--- config.mk ---
export PLATFORM = sky130hd
export DESIGN_NAME = full_adder
export DESIGN_NICKNAME = d
export VERILOG_FILES = /design/src/rtl/full_adder.sv
export SDC_FILE = /design/constraint.sdc
export NUM_CORES = 1
export LEC_CHECK = 0
export CORE_MARGIN = 2
export CORE_UTILIZATION = 42
export DETAILED_ROUTE_END_ITERATION = 7
export GPL_TIMING_DRIVEN = 0
export HOLD_SLACK_MARGIN = 0.12
export PLACE_DENSITY_LB_ADDON = 0.08
export SETUP_SLACK_MARGIN = 0.15
export SLEW_MARGIN = 25
export SYNTH_ARGS = -nofsm -noshare
export SYNTH_HDL_FRONTEND = slang
export SYNTH_SLANG_ARGS = --single-unit
--- constraint.sdc ---
create_clock -name clk -period 1.8 [get_ports clk]
set_input_delay 0.45 -clock clk [delete_from_list [all_inputs] [get_ports clk]]
set_output_delay 0.45 -clock clk [all_outputs]
set_load 0.1 [all_outputs]
--- src/rtl/full_adder.sv ---
// Full adder cell with ripple carry chain for WIDTH > 1.
// Also provides a registered, valid-qualified copy of the result.
//
// Ports:
//   sum, carry   combinational a + b + cin (never reset)
//   a, b, cin    operands and carry-in
//   clk, rst_n   clock and synchronous active-low reset (registered path only)
//   in_valid     capture request for the registered path
//   sum_q        registered sum
//   carry_q      registered carry
//   out_valid    one-cycle pulse per captured result
//   carry_cnt    saturating count of captures with carry=1
module full_adder #(
    parameter int WIDTH = 1,
    parameter int CNT_W = 16
) (
    output logic [WIDTH-1:0] sum,
    output logic             carry,
    input  logic [WIDTH-1:0] a,
    input  logic [WIDTH-1:0] b,
    input  logic             cin,
    input  logic             clk,
    input  logic             rst_n,
    input  logic             in_valid,
    output logic [WIDTH-1:0] sum_q,
    output logic             carry_q,
    output logic             out_valid,
    output logic [CNT_W-1:0] carry_cnt
);

    // c[i] is the carry into bit i; c[WIDTH] is the carry out of the MSB.
    logic [WIDTH:0] c;

    assign c[0] = cin;

    for (genvar i = 0; i < WIDTH; i++) begin : g_bit
        logic p;
        assign p        = a[i] ^ b[i];
        assign sum[i]   = p ^ c[i];
        assign c[i+1]   = (a[i] & b[i]) | (c[i] & p);
    end

    assign carry = c[WIDTH];

    // Counter stops at all-ones so debug reads never see a wrapped value.
    logic cnt_full;
    assign cnt_full = &carry_cnt;

    always_ff @(posedge clk) begin
        if (!rst_n) begin
            sum_q     <= '0;
            carry_q   <= 1'b0;
            out_valid <= 1'b0;
            carry_cnt <= '0;
        end else if (in_valid) begin
            sum_q     <= sum;
            carry_q   <= carry;
            out_valid <= 1'b1;
            if (carry && !cnt_full) begin
                carry_cnt <= carry_cnt + CNT_W'(1);
            end
        end else begin
            out_valid <= 1'b0;
        end
    end

endmodule

==> flow_metrics.py <==
metrics = {
    "hold_path": {
        "min_from": "carry_cnt[8]",
        "hp-class": "reg -> reg",
        "hold_path_end": "carry_cnt[8]",
        "whs_path_depth": 1,
    },
    "power": {
        "p_seq_frac": 0.499,
        "clock_power_share": 0.263,
        "vdd_drop_max_mv": 0.468,
        "p_switching_mw": 0.289,
        "comb_power_share": 0.237,
        "swShare": 0.337,
        "intPower_mw": 0.570,
        "p_leak_nw": 0.582,
        "power.density_mw_per_mm2": 599,
    },
    "setup_path": {
        "r2r_cells": 4,
        "path_class": "in -> out",
        "reg2reg_to": "carry_cnt[11]",
        "arrival_ns": 1.33,
        "crit_path_end_kind": "output pin",
        "crit_path_start_kind": "input pin",
        "r2r_setup_slack_ns": 0.09,
        "critPathSlowestCell": "fa_2",
        "crit_path_cell_trace": "buf_6 > fa_2 > buf_12",
        "slowest_delay_ns": 0.60,
        "r2r-start": "carry_cnt[7]",
        "crit_required_ns": 1.35,
        "cp_max_fo": 2,
        "worstSetupStartpoint": "cin",
    },
    "placed_design": {
        "gp_congestion": 0.788,
        "post-place-ws_ns": -1.26,
        "dp_cells": 168,
        "buffer_ports.inserted": 26,
        "hpwl_mm": 1.79,
    },
    "yosys": {
        "synthDistinctLibCells": 32,
        "synth-seq-cells": 19,
        "synthCells": 114,
        "avgSynthCellArea_sq_um": 8.63,
        "synth_edf_count": 0,
        "synth-main-ff-cell": "dfxtp_1",
        "ys_async_sr_fraction": 0,
        "synth_nets": 122,
        "synth.cell_area_sq_um": 983,
        "seq_area_frac_synth": 0.387,
        "yosysWarningCount": 0,
    },
    "drt": {
        "drt_iter0_markers": 32,
        "ant_nets": 0,
        "wl_per_cell_microns": 14.9,
        "drc_errors": 0,
        "vias": 1031,
        "dr.pass1.iters": 4,
        "wirelength_mm": 2.67,
        "routed_via_density": 5.76,
    },
    "clocking": {
        "ctsHtreeMaxLevel": 1,
        "cts_sinks": 19,
        "max-clock-path-buffers": 2,
        "numCtsBuffers": 3,
        "clk_latency_ns": 0.31,
        "root_buffer": "clkbuf_4",
        "ctsHoldBuffers": 0,
        "cts_tree": "done",
        "clk_pin_slew_worst_paths_ns": 0.12,
    },
    "grt": {
        "grt_pass1_vias": 944,
        "grt_max_degree": 12,
        "antenna_found_initial": 0,
        "grt_util_all_layers": 0.211,
        "grt_overflow": 0,
        "grt_pass1_wl_mm": 4.23,
    },
    "sta": {
        "fin_setup_tns_ns": 0,
        "rsz0062_at_grt": "yes",
        "fmax_ghz": 0.562,
        "setup_ws_ns": 0.0212,
        "worst_slew_pin_slew_ns": 0.492,
        "setup_viol": 0,
        "drv_slew": 0,
        "hold_slack_ns": 0.483,
        "period_share": 0.988,
        "hold_viol": 0,
        "final.min_clock_period_ns": 1.78,
        "finalClockSkew_ns": 0.0132,
        "max-slew-margin-rel": 0.674,
    },
    "run_status": {
        "status": "complete, no violations",
    },
    "floorplan": {
        "dieArea_sq_mm": 0.00274,
        "die_y_microns": 52.4,
        "ioPinCount": 27,
        "fp-row-count": 17,
        "start_util": 0.445,
        "coreArea_sq_mm": 0.00221,
        "die_w_microns": 52.4,
    },
    "cells_and_area": {
        "final_cells": 179,
        "num_antenna_cells": 0,
        "multi_input_area_sq_um": 673,
        "areaGrowthSynthToFinish_pct": 45.8,
        "seq_area_sq_um": 407,
        "drive_gt1_frac": 0.457,
        "fin_nets": 160,
        "fillerInstances": 204,
    },
    "run": {
        "cap_violations": 0,
    },
}
[worst max path at each step]
stage,endpoint,cells past startpoint
6_report,sum,3
5_1_grt,sum,3
4_1_cts,sum,3
3_5_place_dp,sum,3
3_3_place_gp,sum,3
2_1_floorplan,carry_cnt[12],6
[power groups by stage]
stage,clock (mW),sequential (mW),combinational (mW)
final,0.226,0.429,0.204
after global routing,0.249,0.431,0.213
after CTS,0.228,0.432,0.204
after detailed placement,0,0.444,0.182
after global placement,0,0.444,0.180
after floorplan,0,0.500,0.0819
[Yosys cell counts (2+ instances only)]
cell type / instances / area [sq um]
dfxtp_1: 19 / 380
nand2_1: 13 / 48.8
a21oi_1: 8 / 40.0
mux2i_1: 8 / 80.1
nand2b_1: 8 / 50.1
nand3_1: 7 / 35.0
or3_1: 5 / 31.3
nand4_1: 4 / 25.0
o31ai_1: 4 / 30.0
and2_1: 3 / 18.8
inv_1: 3 / 11.3
nor2_1: 3 / 11.3
nor3_1: 3 / 15.0
nor4_1: 3 / 18.8
o21ai_0: 3 / 15.0
clkbuf_1: 2 / 7.51
o311a_1: 2 / 20.0
or4_1: 2 / 15.0
[registers in the layout (all words and copies together) (netlist names)]
| register | count |
|---|---|
| carry_cnt | 16 |
| carry_q | 1 |
| out_valid | 1 |
| sum_q | 1 |
[cells by family after synthesis]
family                     count (synthesis)  share of synthesized area
muxes                                      8                     0.0814
DFF                                       19                      0.387
buffers and inverters                      6                     0.0242
adders and majority gates                  2                     0.0331
AOI/OAI and AO/OA                         23                      0.160
and+or+nand+nor                           56                      0.314
[final cells by class]
type / count / area share
plain buffers: 3 / 0.0148
inverters: 3 / 0.00785
repair buffers: 33 / 0.181
multi-input cells: 89 / 0.469
well taps: 28 / 0.0244
flip-flops and latches: 19 / 0.284
clock buffers: 3 / 0.0157
clock inverters: 1 / 0.00349
[stage by stage]
step	area, sq um	utilization	total power, mW
after floorplan	1010	-	0.582
after global placement	1310	0.592	0.624
after detailed placement	1310	0.592	0.626
after CTS	1370	0.618	0.863
after global routing	1430	0.648	0.892
final	1430	0.648	0.859
[repair_timing]
item,in CTS,in global routing
pin swaps,10,8
resized for setup,141,22
endpoints found under the setup margin,38,23
buffers inserted,5,2
[critical path, delay by kind of cell]
family     cells  cell delay (ns)
fa+ha+maj      1             0.60
buf+inv        2             0.27
[cells in the final DEF (no fill, tap or decap), types with 5 or more instances in the layout]
cell      count
a21oi_1       6
buf_2        14
buf_4         7
buf_6         5
clkbuf_4      7
dfxtp_1       8
dfxtp_2       6
dfxtp_4       5
mux2i_1       8
nand2_1      12
nand2b_1      8
nand3_1       5
[routing by layer]
| layer | vias to the layer above | part of all wire | track usage | wire (microns) |
|---|---|---|---|---|
| met5 | - | 0 | 0 | 0 |
| met4 | 0 | 0.027 | 0.0897 | 71 |
| met3 | 8 | 0.069 | 0.0343 | 184 |
| met2 | 37 | 0.46 | 0.335 | 1220 |
| met1 | 477 | 0.45 | 0.280 | 1190 |
| li1 | 509 | - | - | - |
Note: power is estimated with default switching activity, not from simulation.
